===== config.mk =====
export PLATFORM = sky130hd
export DESIGN_NAME = opto_frame_sched_flat
export DESIGN_NICKNAME = d
export VERILOG_FILES = /design/src/rtl/opto_frame_sched_pkg.sv /design/src/rtl/opto_frame_sched_if.sv /design/src/rtl/opto_frame_sched.sv /design/src/flat_wrapper.sv
export SDC_FILE = /design/constraint.sdc
export NUM_CORES = 1
export LEC_CHECK = 0
export BUFFER_PORTS_ARGS = -buffer_cell sky130_fd_sc_hd__buf_2
export CELL_PAD_IN_SITES_DETAIL_PLACEMENT = 0
export CELL_PAD_IN_SITES_GLOBAL_PLACEMENT = 2
export CORE_MARGIN = 1
export CORE_UTILIZATION = 40
export CTS_CLUSTER_DIAMETER = 60
export CTS_CLUSTER_SIZE = 25
export DETAILED_ROUTE_END_ITERATION = 10
export PLACE_DENSITY_LB_ADDON = 0.1
export SKIP_LAST_GASP = 1
export SYNTH_ARGS = -nofsm -noshare
export SYNTH_HDL_FRONTEND = slang
export SYNTH_SLANG_ARGS = --single-unit

===== constraint.sdc =====
create_clock -name i_clk_50m -period 3 [get_ports i_clk_50m]
set_input_delay 0.6 -clock i_clk_50m [delete_from_list [all_inputs] [get_ports i_clk_50m]]
set_output_delay 0.6 -clock i_clk_50m [all_outputs]
set_load 0.03 [all_outputs]

===== src/rtl/opto_frame_sched_pkg.sv =====
//==============================================================================
// Module  : opto_pkg
// Brief   : Shared constants and state encoding for the opto packet path.
// Rev     : 1.0  initial release
//==============================================================================
`default_nettype none

package opto_pkg;

    localparam int         OPTO_PKT_BYTES = 160;
    localparam logic [7:0] OPTO_HDR0      = 8'hA5;
    localparam logic [7:0] OPTO_HDR1      = 8'h5A;
    localparam int         OPTO_RAM_AW    = 11;

    typedef enum logic [3:0] {
        ST_IDLE   = 4'd0,
        ST_HDR0   = 4'd1,
        ST_HDR1   = 4'd2,
        ST_LEN    = 4'd3,
        ST_SEQ    = 4'd4,
        ST_RD     = 4'd5,
        ST_RDWAIT = 4'd6,
        ST_DATA   = 4'd7,
        ST_CSUM   = 4'd8
    } opto_state_e;

    // Bank bit on top, byte index zero-extended into the 10-bit offset.
    function automatic logic [OPTO_RAM_AW-1:0] opto_rd_addr(input logic bank, input logic [7:0] idx);
        return {bank, 2'b00, idx};
    endfunction

endpackage

`default_nettype wire


===== src/rtl/opto_frame_sched_if.sv =====
//==============================================================================
// Module  : opto_frame_sched_if
// Brief   : Valid/ready byte uplink between the framer and the TX mux.
// Rev     : 1.0  initial release
//==============================================================================
`default_nettype none

interface opto_frame_sched_if;
    logic       valid;
    logic [7:0] data;
    logic       ready;

    modport master (output valid, output data, input ready);
    modport slave  (input valid, input data, output ready);
endinterface

`default_nettype wire


===== src/rtl/opto_frame_sched.sv =====
//==============================================================================
// Module  : opto_frame_sched
// Brief   : Ping-pong bank swap and framed uplink of tooth-period packets.
// Rev     : 1.0  initial release
//==============================================================================
`default_nettype none

module opto_frame_sched
    import opto_pkg::*;
#(
    parameter int         PKT_BYTES = OPTO_PKT_BYTES,
    parameter logic [7:0] HDR0      = OPTO_HDR0,
    parameter logic [7:0] HDR1      = OPTO_HDR1
) (
    input  wire logic                   i_clk_50m,
    input  wire logic                   i_rst,
    input  wire logic                   i_send_opto_flag,
    input  wire logic                   i_opto_make,
    output logic                        o_wr_bank,
    output logic                        o_rd_en,
    output logic [OPTO_RAM_AW-1:0]      o_rd_addr,
    input  wire logic [7:0]             i_rd_data,
    opto_frame_sched_if.master          tx,
    output logic                        o_busy,
    output logic [7:0]                  o_overrun_cnt
);

    localparam logic [7:0] C_LEN      = 8'(PKT_BYTES);
    localparam logic [7:0] C_LAST_IDX = 8'(PKT_BYTES - 1);

    opto_state_e            state_q;
    logic                   wr_bank_q;
    logic                   rd_bank_q;
    logic                   rd_en_q;
    logic [OPTO_RAM_AW-1:0] rd_addr_q;
    logic                   valid_q;
    logic [7:0]             data_q;
    logic                   busy_q;
    logic [7:0]             idx_q;
    logic [7:0]             csum_q;
    logic [7:0]             seq_q;
    logic [7:0]             ovr_q;

    logic w_hs;
    logic w_accept;
    logic w_drop;

    assign w_hs     = valid_q && tx.ready;
    // A make may chain straight onto the closing CSUM transfer of the previous frame.
    assign w_accept = i_opto_make && i_send_opto_flag &&
                      ((state_q == ST_IDLE) || ((state_q == ST_CSUM) && w_hs));
    assign w_drop   = i_opto_make && i_send_opto_flag && !w_accept;

    always_ff @(posedge i_clk_50m or posedge i_rst) begin
        if (i_rst) begin
            state_q   <= ST_IDLE;
            wr_bank_q <= 1'b0;
            rd_bank_q <= 1'b0;
            rd_en_q   <= 1'b0;
            rd_addr_q <= '0;
            valid_q   <= 1'b0;
            data_q    <= 8'h00;
            busy_q    <= 1'b0;
            idx_q     <= 8'h00;
            csum_q    <= 8'h00;
            seq_q     <= 8'h00;
            ovr_q     <= 8'h00;
        end else begin
            rd_en_q <= 1'b0;

            if (w_drop && (ovr_q != 8'hFF)) begin
                ovr_q <= ovr_q + 8'd1;
            end

            if (w_accept) begin
                state_q   <= ST_HDR0;
                rd_bank_q <= wr_bank_q;
                wr_bank_q <= ~wr_bank_q;
                csum_q    <= 8'h00;
                idx_q     <= 8'h00;
                valid_q   <= 1'b1;
                data_q    <= HDR0;
                busy_q    <= 1'b1;
            end

            case (state_q)
                ST_IDLE: begin
                end
                ST_HDR0: if (w_hs) begin
                    state_q <= ST_HDR1;
                    data_q  <= HDR1;
                end
                ST_HDR1: if (w_hs) begin
                    state_q <= ST_LEN;
                    data_q  <= C_LEN;
                end
                ST_LEN: if (w_hs) begin
                    state_q <= ST_SEQ;
                    data_q  <= seq_q;
                end
                ST_SEQ: if (w_hs) begin
                    state_q   <= ST_RD;
                    valid_q   <= 1'b0;
                    rd_en_q   <= 1'b1;
                    rd_addr_q <= opto_rd_addr(rd_bank_q, idx_q);
                    csum_q    <= csum_q + seq_q;
                end
                ST_RD: begin
                    state_q <= ST_RDWAIT;
                end
                ST_RDWAIT: begin
                    state_q <= ST_DATA;
                    data_q  <= i_rd_data;
                    csum_q  <= csum_q + i_rd_data;
                    valid_q <= 1'b1;
                end
                ST_DATA: if (w_hs) begin
                    if (idx_q == C_LAST_IDX) begin
                        state_q <= ST_CSUM;
                        data_q  <= csum_q;
                    end else begin
                        state_q   <= ST_RD;
                        valid_q   <= 1'b0;
                        rd_en_q   <= 1'b1;
                        idx_q     <= idx_q + 8'd1;
                        rd_addr_q <= opto_rd_addr(rd_bank_q, idx_q + 8'd1);
                    end
                end
                ST_CSUM: if (w_hs) begin
                    seq_q <= seq_q + 8'd1;
                    if (!w_accept) begin
                        state_q <= ST_IDLE;
                        valid_q <= 1'b0;
                        busy_q  <= 1'b0;
                    end
                end
                default: begin
                    state_q <= ST_IDLE;
                    valid_q <= 1'b0;
                    busy_q  <= 1'b0;
                end
            endcase
        end
    end

    assign o_wr_bank     = wr_bank_q;
    assign o_rd_en       = rd_en_q;
    assign o_rd_addr     = rd_addr_q;
    assign o_busy        = busy_q;
    assign o_overrun_cnt = ovr_q;
    assign tx.valid      = valid_q;
    assign tx.data       = data_q;

endmodule

`default_nettype wire

===== src/flat_wrapper.sv =====
// flat-port wrapper written by rule: the top's interface ports become plain ports
module opto_frame_sched_flat import opto_pkg::*;
#(
    parameter int         PKT_BYTES = OPTO_PKT_BYTES,
    parameter logic [7:0] HDR0      = OPTO_HDR0,
    parameter logic [7:0] HDR1      = OPTO_HDR1
)
  (i_clk_50m, i_rst, i_send_opto_flag, i_opto_make, o_wr_bank, o_rd_en, o_rd_addr, i_rd_data, o_busy, o_overrun_cnt, tx_valid, tx_data, tx_ready);
  opto_frame_sched_if tx_i ();
  input  wire logic i_clk_50m;
  input  wire logic i_rst;
  input  wire logic i_send_opto_flag;
  input  wire logic i_opto_make;
  output logic o_wr_bank;
  output logic o_rd_en;
  output logic [OPTO_RAM_AW-1:0] o_rd_addr;
  input  wire logic [7:0] i_rd_data;
  output logic o_busy;
  output logic [7:0] o_overrun_cnt;
  output wire logic [$bits(tx_i.valid)-1:0] tx_valid;
  output wire logic [$bits(tx_i.data)-1:0] tx_data;
  input wire logic [$bits(tx_i.ready)-1:0] tx_ready;
  assign tx_valid = tx_i.valid;
  assign tx_data = tx_i.data;
  assign tx_i.ready = tx_ready;
  opto_frame_sched #(.PKT_BYTES(PKT_BYTES), .HDR0(HDR0), .HDR1(HDR1)) u_core (.i_clk_50m(i_clk_50m), .i_rst(i_rst), .i_send_opto_flag(i_send_opto_flag), .i_opto_make(i_opto_make), .o_wr_bank(o_wr_bank), .o_rd_en(o_rd_en), .o_rd_addr(o_rd_addr), .i_rd_data(i_rd_data), .tx(tx_i), .o_busy(o_busy), .o_overrun_cnt(o_overrun_cnt));
endmodule

==> results of run 1 <==
worst paths after layout:
| path | from | to | slack (ps) | cells past startpoint |
|---|---|---|---|---|
| min | i_rst | u_core.o_overrun_cnt[5]$_DFFE_PP0P_ | 340 | 2 |
| min in group i_clk_50m | u_core.rd_bank_q$_DFFE_PP0P_ | u_core.rd_bank_q$_DFFE_PP0P_ | 480 | 2 |
| max | u_core.idx_q[0]$_DFF_PP0_ | u_core.o_rd_addr[10]$_DFFE_PP0P_ | 680 | 5 |
| min reg2reg | u_core.rd_bank_q$_DFFE_PP0P_ | u_core.rd_bank_q$_DFFE_PP0P_ | 480 | 2 |
| max in group asynchronous | i_rst | u_core.idx_q[5]$_DFF_PP0_ | 2060 | 3 |
| max reg2reg | u_core.idx_q[0]$_DFF_PP0_ | u_core.o_rd_addr[10]$_DFFE_PP0P_ | 680 | 5 |
worst max-delay path: cells and delay by family (launching register included):
| family | cells | cell delay [ps] |
|---|---|---|
| AO/OA/AOI/OAI | 1 | 390 |
| adder cells (fa/ha/maj) | 1 | 270 |
| flip-flops | 1 | 460 |
| multiplexers | 1 | 350 |
| AND/OR/NAND/NOR | 2 | 720 |
logic make-up (layout without fill, tap and decap cells):
kind of cell / Yosys count / in the layout / share of synthesized area, %
AND/OR/NAND/NOR: 148 / 148 / 20.2
AO/OA/AOI/OAI: 118 / 118 / 21.7
flip-flops: 58 / 58 / 38.1
buffers and inverters: 33 / 77 / 4.93
XOR/XNOR: 29 / 29 / 6.67
adder cells (fa/ha/maj): 19 / 19 / 6.63
multiplexers: 6 / 6 / 1.67
other: 1 / 2 / 0.0984
routing by layer:
metal / up-vias / share of wire, %
met5: - / 0
met4: 0 / 2.5
met1: 1556 / 46
li1: 1588 / -
met3: 17 / 3.3
met2: 89 / 48
power by group:
part / switching [W] / internal, W
clock: 0.000345 / 0.000321
sequential: 0.000248 / 0.00102
combinational: 0.00123 / 0.000760
area by class of cell:
class	instances	area (um^2)
clock buffer	10	138
clock inverter	6	41.3
fill	938	4950
inverter	12	45.0
multi-input combinational	322	2170
sequential	58	1450
tap	129	161
timing repair buffer	49	278
sequential cells by signal (all words and copies together) (netlist names):
signal / cells
u_core.rd_bank_q: 1
u_core.tx.valid: 1
u_core.o_rd_addr: 9
u_core.o_rd_en: 1
u_core.csum_q: 8
u_core.o_wr_bank: 1
u_core.idx_q: 8
u_core.o_overrun_cnt: 8
u_core.state_q: 4
u_core.o_busy: 1
u_core.seq_q: 8
u_core.tx.data: 8
through the flow:
step,std cells,util [%]
2_1_floorplan,413,-
3_5_place_dp,570,44.5
6_report,586,46.4
5_1_grt,586,46.4
3_3_place_gp,570,44.5
4_1_cts,586,46.4
cells in the final DEF (no fill, tap or decap), types with 5 or more instances in the layout:
master,netlist,layout
dfrtp_1,58,58
buf_2,7,41
nand2_1,38,38
nor2_1,29,29
a21oi_1,25,25
xor2_1,17,17
ha_1,17,17
o21ai_1,16,16
nand3_1,14,14
nand4_1,14,14
xnor2_1,12,12
o21ai_0,11,11
clkbuf_8,0,10
inv_1,10,9
nor2b_1,8,8
nand2_2,8,8
o21ai_2,8,8
nand2b_1,7,7
buf_4,2,7
nor3_1,6,6
and3_1,6,6
a21o_1,6,6
a31oi_1,5,5
==> results.tsv, run 1 <==
metric	value	unit
ys_top_cells_by_count	dfrtp_1 (58), nand2_1 (38), nor2_1 (29), a21oi_1 (25)	
cap_viol_max_count	0	
drive_gt1_share	20.8	%
core_area	9240	um^2
clock.fmax	431	MHz
synth_cells	412	
syn_area	3810	um^2
hold_ws	340	ps
final.setup.tns	0	ps
synth_edf_count	0	
ioPinCount	44	
synth_top_area_share	38.1	%
ys.flop_type	dfrtp_1	
cts_tree	built	
slowest_stage	dfrtp_1	
synth_cell_types	71	
synth-seq-cells	58	
finalHoldViolCount	0	
p_total	0.00392	W
fin_crit_sh	77.3	%
grt_pass1_vias	3169	
cts_resized	0	
route.detailed.drc	0	
use_met3	2.81	%
syn_avg_cell_area	9.25	um^2
port_buffers	41	
grt_overflow	0	
grt_util_met1	28.6	%
synth_warnings	0	
path_class	reg2reg	
ir_worst_vdd	0.000319	V
leakagePower	1.97	nW
gp_congestion	0.818	
clockRootBuffer	clkbuf_8	
start_util	41.2	%
clock_latency	340	ps
max_slew_margin	56.6	%
post-route-min-period	2320	ps
setup_violations	0	
num_rows	35	
n_antenna_cell	0	
met2_usage	35.1	%
cts_made_buffers	9	
hold_buffers	0	
die_width	99.6	um
fin_ws	682	ps
tightest_slew	650	ps
async_reset_ff_share	100	%
yosysTopAreaCell	dfrtp_1	
numClockSinks	58	
cp-end-kind	register	
grt_max_degree	31	
yosysMostFrequentCell	dfrtp_1	
post_drt_wl_per_cell	16.8	um
fp.dieH	99.6	um
avgViaCountPerCell	5.55	
syn_to_final_growth	12.6	%
first_pass_iters	5	
antenna_left	0	
path_cells	ha_1, nand4_1, o211ai_4, and2_4, mux2_1	
cp-start-kind	register	
clkTransAtPathRegs	70	ps
place_area	4110	um^2
grt.busiest_layer	met2	
synth.area.top_cells	dfrtp_1 (38%), ha_1 (5.6%), xor2_1 (3.9%)	
antenna_found_initial	0	
slew_violations	0	
die-area	9920	um^2
grt_pass1_wl	16500	um
power-per-cell-area	914	nW/um^2
grtUsageTotal	21.5	%
status	finished clean	
vias	3250	
pre_cts_ws	667	ps
drt_iter0_markers	210	
cts_max_level	3	
critical_path.max_stage_delay	460	ps
final_area	4290	um^2
critPathArrivalTime	2540	ps
required	3220	ps
finClkSkew	9.78	ps
rsz0062_at_grt	false	
dp_hpwl	7280	um
nets	484	
clockBufferDepth	2	
yosysSeqAreaShare	38.1	%
crit_fanout	18	
totalWireLength	9830	um
postCtsSetupBuffers	0	
hold_class	in2async	
No activity file was read; power rests on OpenSTA's default activity.
==> inputs of run 2 (changes only) <==
--- a/config.mk
+++ b/config.mk
@@ -5,11 +5,12 @@
 export SDC_FILE = /design/constraint.sdc
 export NUM_CORES = 1
 export LEC_CHECK = 0
+export ABC_AREA = 1
 export BUFFER_PORTS_ARGS = -buffer_cell sky130_fd_sc_hd__buf_2
 export CELL_PAD_IN_SITES_DETAIL_PLACEMENT = 0
 export CELL_PAD_IN_SITES_GLOBAL_PLACEMENT = 2
 export CORE_MARGIN = 1
-export CORE_UTILIZATION = 40
+export CORE_UTILIZATION = 30
 export CTS_CLUSTER_DIAMETER = 60
 export CTS_CLUSTER_SIZE = 25
 export DETAILED_ROUTE_END_ITERATION = 10
==> constraint.sdc (replaced) <==
create_clock -name i_clk_50m -period 2 [get_ports i_clk_50m]
set_input_delay 0.4 -clock i_clk_50m [delete_from_list [all_inputs] [get_ports i_clk_50m]]
set_output_delay 0.4 -clock i_clk_50m [all_outputs]
set_load 0.03 [all_outputs]
==> results.tsv, run 2 <==
metric	value	unit	change
status	finished clean		
hold_class	in2async		
clkTransAtPathRegs	50	ps	-20 ps
pre_cts_ws	86.9	ps	-580 ps
finClkSkew	3.22	ps	-6.57 ps
cp_top_family	adder cells		
crit_buf_inv	2		+2
synth-seq-cells	58		unchanged
cp-start-kind	register		
drive_gt1_share	16.6	%	-4.2 points
avgViaCountPerCell	4.60		-17%
numClockSinks	58		unchanged
grtUsageTotal	18.7	%	-2.7 points
cts_resized	0		unchanged
gp_congestion	0.797		-2.6%
finalHoldViolCount	0		unchanged
crit_fanout	4		-14
die_width	116	um	+16%
met2_usage	28.8	%	-6.2 points
grt_max_degree	59		+90%
largest_reg_flops	9		unchanged
hold_ws	128	ps	-213 ps
ys.flop_type	dfrtp_1		
ioPinCount	44		unchanged
antenna_left	0		unchanged
nets	624		+29%
cp-end-kind	register		
clock_latency	330	ps	about the same
yosysSeqAreaShare	37.4	%	-0.71 points
num_rows	41		+17%
path_cells	ha_1, inv_1, fa_1, inv_1, nand4_1, nand4_1, nand3_1, nand2_1, nand2_1		
slowest_stage	fa_1		
final.setup.tns	0	ps	unchanged
core_area	12600	um^2	+37%
ys_top_cells_by_count	nand2_1 (163), dfrtp_1 (58), inv_1 (58), nand3_1 (53), nor2_1 (44)		
fin_cells	768		+31%
grt_pass1_wl	18500	um	+12%
n_antenna_cell	0		unchanged
synth.area.top_cells	dfrtp_1 (37%), nand2_1 (16%), nand3_1 (6.8%)		
use_met3	3.35	%	+0.54 points
synth_edf_count	0		unchanged
syn_to_final_growth	19.8	%	
totalWireLength	11300	um	+15%
path_class	reg2reg		
antenna_found_initial	0		unchanged
yosysMostFrequentCell	nand2_1		
die-area	13400	um^2	+35%
grt.busiest_layer	met2		
final_common_cell	nand2_1		
r2r_start	u_core.csum_q[0]$_DFF_PP0_		
clockBufferDepth	2		unchanged
post_drt_wl_per_cell	14.7	um	-12%
place_inst	753		+32%
setup_violations	0		unchanged
synth_cells	533		+29%
required	2230	ps	-990 ps
grt_pass1_vias	3386		+6.8%
first_pass_iters	4		-1
area.sequential	1450	um^2	unchanged
synth_cell_types	33		-54%
route.detailed.drc	0		unchanged
fp.dieH	116	um	+16%
post-route-min-period	1810	ps	-513 ps
hold_buffers	0		unchanged
port_buffers	41		unchanged
yosysTopAreaCell	dfrtp_1		
start_util	30.8	%	-10 points
cp-startpoint	u_core.csum_q[0]$_DFF_PP0_		
critPathArrivalTime	2030	ps	-510 ps
critical_path.max_stage_delay	460	ps	about the same
slew_violations	0		unchanged
dp_hpwl	8650	um	+19%
fin_ws	195	ps	-487 ps
rsz0062_at_grt	false		
synth_warnings	0		unchanged
cts_tree	built		
postCtsSetupBuffers	0		unchanged
leakagePower	2.55	nW	+29%
grt_util_met1	25.3	%	-3.3 points
num-fill-cells	1392		+48%
cts_made_buffers	9		unchanged
grt_overflow	0		unchanged
syn_avg_cell_area	7.28	um^2	-21%
drt_iter0_markers	196		-6.7%
async_reset_ff_share	100	%	unchanged
fin_crit_sh	90.3	%	+13 points
multi_input_area	2120	um^2	-2.6%
clockRootBuffer	clkbuf_16		
power-per-cell-area	684	nW/um^2	-25%
cts_max_level	3		unchanged
final_cell_mix	nand2_1 (163), dfrtp_1 (58), inv_1 (57)		
ir_worst_vdd	0.000333	V	+4.4%
cap_viol_max_count	0		unchanged
syn_area	3880	um^2	+1.9%
synth_top_area_share	37.4	%	-0.71 points
vias	3534		+8.7%
clock.fmax	554	MHz	+28%
==> run 2: cell type report <==
cell class | instances | share of cell area [%]
tap | 172 | 4.63
clock buffer | 13 | 6.03
clock inverter | 2 | 0.215
timing repair buffer | 56 | 7.10
inverter | 65 | 5.25
multi-input combinational | 402 | 45.6
sequential | 58 | 31.2
==> run 2: final timing paths <==
path / end / slack, ps / cells past startpoint
max in group asynchronous: u_core.o_overrun_cnt[7]$_DFFE_PP0P_ / 1600 / 3
hold / removal: u_core.o_rd_addr[7]$_DFFE_PP0P_ / 130 / 3
hold reg to reg: u_core.o_rd_addr[10]$_DFFE_PP0P_ / 470 / 2
setup / recovery: u_core.csum_q[6]$_DFF_PP0_ / 190 / 9
min in group i_clk_50m: u_core.tx.data[0]$_DFF_PP0_ / 330 / 3
setup reg to reg: u_core.csum_q[6]$_DFF_PP0_ / 190 / 9
==> run 2: power breakdown <==
part           switching (W)  total [W]  leakage (nW)  internal, W
combinational       0.000243   0.000373          1.67     0.000130
sequential         0.0000780    0.00130         0.733      0.00123
clock               0.000541    0.00150         0.147     0.000961
==> run 2: per-stage QoR <==
| stage | instance area (um^2) | power [W] | utilization, % |
|---|---|---|---|
| floorplan | 3890 | 0.00158 | - |
| global placement | 4360 | 0.00170 | 34.5 |
| detailed placement | 4360 | 0.00170 | 34.5 |
| CTS | 4650 | 0.00324 | 36.8 |
| global route | 4650 | 0.00333 | 36.8 |
| finish | 4650 | 0.00318 | 36.8 |
==> run 2: cells by family after synthesis <==
kind of cell | Yosys count | share of synthesized area [%]
compound gates | 66 | 9.60
xor+xnor | 21 | 4.74
fa+ha+maj | 19 | 6.51
buf+inv | 74 | 8.15
flops | 58 | 37.4
other cells | 1 | 0.0966
simple gates | 294 | 33.5
==> run 2: per-layer routing <==
metal	wire length [um]	up-vias	share of wire, %
met5	0	-	0
met4	282	0	2.5
met3	267	16	2.4
met2	5150	55	46
met1	5590	1602	50
li1	-	1861	-
==> run 2: tightest hold or removal path, cell delays in order <==
cell,delay [ps]
buf_2,100
inv_2,60
buf_12,300
